**src/rtl/mem_arbiter_rr.sv**
```systemverilog
// rtl/mem_arbiter_rr.sv - N-port round-robin line arbiter with burst serialise/reassemble to one memory port (optional MEM_ARB_FIXED_PRIO_EN)
module mem_arbiter_rr #(
    parameter int NUM_PORTS  = 2,
    parameter int ADDR_WIDTH = 32,
    parameter int LINE_WIDTH = 256,
    parameter int BUS_WIDTH  = 64
) (
    input  logic                            clk,
    input  logic                            rst,
    input  logic [NUM_PORTS-1:0]            req_read,
    input  logic [NUM_PORTS-1:0]            req_write,
    input  logic [NUM_PORTS*ADDR_WIDTH-1:0] req_addr,
    input  logic [NUM_PORTS*LINE_WIDTH-1:0] req_wdata,
    output logic [LINE_WIDTH-1:0]           req_rdata,
    output logic [NUM_PORTS-1:0]            req_resp,
    output logic [NUM_PORTS-1:0]            grant,
    output logic                            pmem_read,
    output logic                            pmem_write,
    output logic [ADDR_WIDTH-1:0]           pmem_addr,
    output logic [BUS_WIDTH-1:0]            pmem_wdata,
    input  logic [BUS_WIDTH-1:0]            pmem_rdata,
    input  logic                            pmem_resp
);

    localparam int BEATS  = LINE_WIDTH / BUS_WIDTH;
    localparam int BEAT_W = (BEATS > 1) ? $clog2(BEATS) : 1;
    localparam int IDX_W  = (NUM_PORTS > 1) ? $clog2(NUM_PORTS) : 1;
    localparam logic [BEAT_W-1:0] LAST_BEAT = BEAT_W'(BEATS - 1);

    typedef enum logic [1:0] {ST_IDLE, ST_READ, ST_WRITE, ST_RESP} state_t;

    state_t                 state, state_next;
    logic [NUM_PORTS-1:0]   req_any;
    logic [IDX_W-1:0]       search_start;
    logic [IDX_W-1:0]       win_idx;
    logic                   win_found;
    logic [IDX_W-1:0]       win_q;
    logic [ADDR_WIDTH-1:0]  sel_addr, addr_q;
    logic [LINE_WIDTH-1:0]  sel_wline, wline_q;
    logic [LINE_WIDTH-1:0]  rbuf_q, rbuf_next, rdata_q;
    logic [BUS_WIDTH-1:0]   wbeat;
    logic [BEAT_W-1:0]      beat;
    logic                   last_beat;
    logic [NUM_PORTS-1:0]   win_onehot;

    assign req_any   = req_read | req_write;
    assign last_beat = pmem_resp && (beat == LAST_BEAT);

`ifdef MEM_ARB_FIXED_PRIO_EN
    assign search_start = '0;
`else
    localparam logic [IDX_W-1:0] LAST_PORT = IDX_W'(NUM_PORTS - 1);
    logic [IDX_W-1:0] rr_ptr;

    // Round-robin pointer moves just past the port that was last served
    always_ff @(posedge clk) begin
        if (rst) begin
            rr_ptr <= '0;
        end else if (state == ST_RESP) begin
            rr_ptr <= (win_q == LAST_PORT) ? '0 : win_q + 1'b1;
        end
    end

    assign search_start = rr_ptr;
`endif

    // Winner: first requesting port at or above the search start, wrapping
    always_comb begin
        int idx;
        win_idx   = '0;
        win_found = 1'b0;
        idx       = 0;
        for (int k = 0; k < NUM_PORTS; k++) begin
            idx = int'(search_start) + k;
            if (idx >= NUM_PORTS) idx = idx - NUM_PORTS;
            if (!win_found && req_any[IDX_W'(idx)]) begin
                win_found = 1'b1;
                win_idx   = IDX_W'(idx);
            end
        end
    end

    // Mux the winner's address/line and the current beat slices with constant bases
    always_comb begin
        sel_addr  = '0;
        sel_wline = '0;
        wbeat     = '0;
        rbuf_next = rbuf_q;
        for (int p = 0; p < NUM_PORTS; p++) begin
            if (win_idx == IDX_W'(p)) begin
                sel_addr  = req_addr[p*ADDR_WIDTH +: ADDR_WIDTH];
                sel_wline = req_wdata[p*LINE_WIDTH +: LINE_WIDTH];
            end
        end
        for (int b = 0; b < BEATS; b++) begin
            if (beat == BEAT_W'(b)) begin
                wbeat = wline_q[b*BUS_WIDTH +: BUS_WIDTH];
                if (state == ST_READ && pmem_resp) begin
                    rbuf_next[b*BUS_WIDTH +: BUS_WIDTH] = pmem_rdata;
                end
            end
        end
    end

    // State register
    always_ff @(posedge clk) begin
        if (rst) begin
            state <= ST_IDLE;
        end else begin
            state <= state_next;
        end
    end

    // Next-state: write wins over read on the same port; last accepted beat ends the burst
    always_comb begin
        state_next = state;
        case (state)
            ST_IDLE: begin
                if (win_found) begin
                    state_next = req_write[win_idx] ? ST_WRITE : ST_READ;
                end
            end
            ST_READ:  if (last_beat) state_next = ST_RESP;
            ST_WRITE: if (last_beat) state_next = ST_RESP;
            ST_RESP:  state_next = ST_IDLE;
            default:  state_next = ST_IDLE;
        endcase
    end

    // Latch the transaction, count beats, publish the read line only once complete
    always_ff @(posedge clk) begin
        if (rst) begin
            beat    <= '0;
            win_q   <= '0;
            addr_q  <= '0;
            wline_q <= '0;
            rbuf_q  <= '0;
            rdata_q <= '0;
        end else begin
            case (state)
                ST_IDLE: begin
                    beat <= '0;
                    if (win_found) begin
                        win_q   <= win_idx;
                        addr_q  <= sel_addr;
                        wline_q <= sel_wline;
                    end
                end
                ST_READ: begin
                    if (pmem_resp) begin
                        rbuf_q <= rbuf_next;
                        beat   <= last_beat ? '0 : beat + 1'b1;
                        if (last_beat) rdata_q <= rbuf_next;
                    end
                end
                ST_WRITE: begin
                    if (pmem_resp) beat <= last_beat ? '0 : beat + 1'b1;
                end
                default: begin
                end
            endcase
        end
    end

    assign win_onehot = NUM_PORTS'(1) << win_q;
    assign grant      = (state != ST_IDLE) ? win_onehot : '0;
    assign req_resp   = (state == ST_RESP) ? win_onehot : '0;
    assign req_rdata  = rdata_q;
    assign pmem_read  = (state == ST_READ);
    assign pmem_write = (state == ST_WRITE);
    assign pmem_addr  = (state != ST_IDLE) ? addr_q : '0;
    assign pmem_wdata = (state == ST_WRITE) ? wbeat : '0;

endmodule
```
**config.mk**
```make
export PLATFORM = sky130hd
export DESIGN_NAME = mem_arbiter_rr
export DESIGN_NICKNAME = d
export VERILOG_FILES = /design/src/rtl/mem_arbiter_rr.sv
export SDC_FILE = /design/constraint.sdc
export NUM_CORES = 2
export LEC_CHECK = 0
export ABC_AREA = 0
export ABC_CLOCK_PERIOD_IN_PS = 2300
export CELL_PAD_IN_SITES_DETAIL_PLACEMENT = 0
export CELL_PAD_IN_SITES_GLOBAL_PLACEMENT = 1
export CORE_AREA = 2 2 390 392
export DETAILED_ROUTE_END_ITERATION = 7
export DIE_AREA = 0 0 392 394
export HOLD_SLACK_MARGIN = 0.1
export PLACE_DENSITY = 0.52
export SLEW_MARGIN = 0
export SYNTH_ARGS = -nofsm -noshare
export SYNTH_HDL_FRONTEND = slang
export SYNTH_SLANG_ARGS = --single-unit
```
**constraint.sdc**
```tcl
create_clock -name clk -period 2.3 [get_ports clk]
set_clock_uncertainty 0.1 [all_clocks]
set_input_delay 0.23 -clock clk [delete_from_list [all_inputs] [get_ports clk]]
set_output_delay 0.23 -clock clk [all_outputs]
set_load 0.005 [all_outputs]
```
==> flow_summary_export.csv <==
group,metric,value,unit
logic_synthesis,ys_warn_count,0,
layout,drive_gt1_share,14.8,%
outcome,status,"finished with violations",
sta,fmaxAchievable,348,MHz
clocking,cts_tree,"done",
sta,slew_headroom,51.7,%
critical_path,critPathCaptureType,"output port",
floorplanning,die_h,394,um
global_routing,antenna_found_initial,103,
clocking,clk_pin_slew,0.06,ns
clocking,htreeDepth,3,
clocking,worstSkewPairLatency,0.70,ns
clocking,cts_buffers,88,
global_routing,grt_max_degree,112,
sta,rsz0062_at_grt,"yes",
sta,hold_viol_final,0,
logic_synthesis,async_reset_ff_share,0,%
logic_synthesis,synth_cell_type_count,36,
floorplanning,dieArea,154000,um2
layout,seq_area,14900,um2
global_routing,grt_use_total,23.0,%
power,ir_drop,0.572,mV
critical_path,crit_path_start,"beat[1]",
routing,drtIter0Drc,1875,
sta,setup-violations-final,64,
critical_path,r2r_slack,0.11,ns
clocking,cts_root_buffer,"clkbuf_16",
sta,fin_crit_sh,125,%
sta,maxSlewViolCount,0,
routing,routed_via_density,4.51,
floorplanning,chipWidth,392,um
logic_synthesis,synthesis.nets,4009,
critical_path,cp.required,1.97,ns
clocking,clkSinkCount,742,
logic_synthesis,synth_top_area_cell,"dfxtp_1",
logic_synthesis,synthTopCellsByArea,"dfxtp_1, mux2i_1, a21oi_1",
layout,multiInputGateArea,14900,um2
sta,worst_pin_slew,0.725,ns
placed_design,dp_hpwl,142000,um
logic_synthesis,ys_ff_latch,742,
critical_path,crit_fanout,7,
critical_path,reg2reg_depth,8,
sta,tns,-28.40,ns
logic_synthesis,synth_edf_count,0,
global_routing,grt_pass1_vias,29998,
routing,wl_per_cell,27.4,um
floorplanning,floorplan.initialDensity,20.9,%
logic_synthesis,ys_seq_area_share,47.2,%
critical_path,worstPathCellList,"inv_4 > ha_4 > buf_12 > buf_16 > nand3b_1 > a221o_1 > a21boi_2 > buf_4 > buf_6",
placed_design,port_buffers,1003,
hold_path,min_path_type,"in2reg",
floorplanning,row_count,143,
power,power.density,932,nW/um2
power,power,47.7,mW
routing,vias,30463,
logic_synthesis,syn_area_per_cell,9.38,um2
sta,final.setup.worst_slack,-0.578,ns
layout,area_growth,62.5,%
sta,period_needed,2.88,ns
critical_path,critPathLaunchType,"flip-flop",
sta,finalHoldWorstSlack,0.149,ns
global_routing,grt_overflow,0,
layout,post-route-util,33.9,%
clocking,clockBufferDepth,3,
critical_path,reg2reg_to,"addr_q[2]",
placed_design,gp_congestion,0.943,
layout,fill_cells,15752,
routing,drc_errors,0,
critical_path,crit_type,"reg2out",
logic_synthesis,ys.flop_type,"dfxtp_1",
floorplanning,boundaryPins,1005,
critical_path,endpoint,"pmem_wdata[5]",
critical_path,cp.arrival,2.55,ns
logic_synthesis,synth_cells,3354,
run,cap_violations,0,
logic_synthesis,yosys.area.top_type_share,47.2,%
critical_path,r2r-start,"state[0]",
outcome,violations,"negative setup slack",
critical_path,critPathMaxStageDelay,0.37,ns
power,p_leak,19.6,nW
floorplanning,design.core.area,151000,um2
routing,wl,185000,um
logic_synthesis,syn_area,31500,um2
routing,drtAntennaViolNets,0,
critical_path,slowest_stage,"dfxtp_4",
routing,drtPass1Iterations,5,
layout,layout.nets,5250,
global_routing,grt_pass1_wl,248000,um
==> worst min-delay path by stage <==
stage,startpoint,end,slack [ns],cells after the start
after floorplan,pmem_rdata[0],req_rdata[192],0.27,2
after global placement,addr_q[3],addr_q[3],0.34,2
after detailed placement,addr_q[3],addr_q[3],0.34,2
after CTS,pmem_rdata[17],req_rdata[209],0.10,3
after global routing,req_wdata[370],wline_q[114],0.11,3
final,req_wdata[370],wline_q[114],0.15,3
==> critical path: cells and delay by family, from the launching register on <==
family,cells,cell delay (ns)
AO/OA/AOI/OAI,2,0.54
adder cells (fa/ha/maj),1,0.21
buffers and inverters,5,0.60
flip-flops,1,0.37
AND/OR/NAND/NOR,1,0.16
==> routing by layer <==
layer  track usage, %  wire length (um)  vias up
met3             5.47             11600      291
met1             27.0             74800    14717
met5                0                94        -
li1                 -                 -    14434
met4             8.67              6500       14
met2             40.0             91600     1007
==> flip-flops by register name, indices dropped and copies added (netlist names) <==
name	cells
req_rdata	256
wline_q	256
rbuf_q	192
addr_q	32
beat	2
state	2
rr_ptr	1
win_q	1
==> where the power goes <==
group	switching [mW]	leakage, nW	internal (mW)
combinational	8.84	12.1	8.10
clock	6.16	1.50	8.58
sequential	1.33	6.05	14.7
==> kinds of logic after synthesis <==
| group | Yosys count | synth area share, % |
|---|---|---|
| AO/OA/AOI/OAI | 980 | 21.5 |
| buffers and inverters | 395 | 6.42 |
| multiplexers | 442 | 14.1 |
| adder cells (fa/ha/maj) | 8 | 0.318 |
| flip-flops | 742 | 47.2 |
| AND/OR/NAND/NOR | 787 | 10.5 |
==> cells in the mapped netlist (all sizes together), types with 35 or more instances <==
cell / number
a21boi: 65
nand3b: 64
nor2: 447
nand2: 233
o221ai: 39
a221o: 64
clkbuf: 128
nor2b: 35
o21ai: 194
mux2i: 442
buf: 197
inv: 70
a21oi: 360
a211oi: 249
dfxtp: 742
==> layout make-up <==
type                    count  share of cell area [%]
repair buffers           1476                    30.1
diodes                     52                   0.254
clock buffers             132                    5.10
inverters                  70                   0.533
clock inverters            31                   0.861
multi-input cells        2217                    29.1
well taps                2030                    4.97
flip-flops and latches    742                    29.1
==> cells in the final DEF, fill, tap and decap left out, types with 7 or more instances in the layout <==
cell	count
clkdlybuf4s50_1	900
inv_1	65
buf_8	7
a21boi_1	43
dlygate4sd3_1	197
buf_16	11
o221ai_1	39
a211oi_1	134
a211oi_2	115
clkinv_2	17
a21boi_2	21
clkbuf_2	7
buf_2	70
dfxtp_1	737
a21oi_2	9
o21ai_0	180
mux2i_1	442
diode_2	52
a221o_1	64
nor2b_1	30
clkbuf_1	20
a21oi_1	351
nor2_1	447
nand3b_1	64
clkbuf_8	24
nand2_1	233
o21ai_1	13
clkbuf_16	98
buf_4	136
buf_6	42
buf_12	88
==> per-stage QoR <==
step                      setup WS (ns)  cell area [um2]  cells
after global placement           -0.394            44800   6253
after CTS                        -0.662            50500   6670
final                            -0.578            51100   6750
after detailed placement         -0.408            44800   6253
after floorplan                   0.483            31500   3354
after global routing             -0.678            51100   6730
==> what timing repair did <==
| action | in CTS | in global routing |
|---|---|---|
| setup buffers | 50 | 20 |
| hold buffers | 197 | 0 |
| pin swaps | 47 | 35 |
| gates cloned | 10 | 11 |
| hold endpoints to repair | 174 | 0 |
| resized for setup | 471 | 84 |
| setup endpoints to repair | 107 | 99 |
No activity file was read; power rests on OpenSTA's default activity.
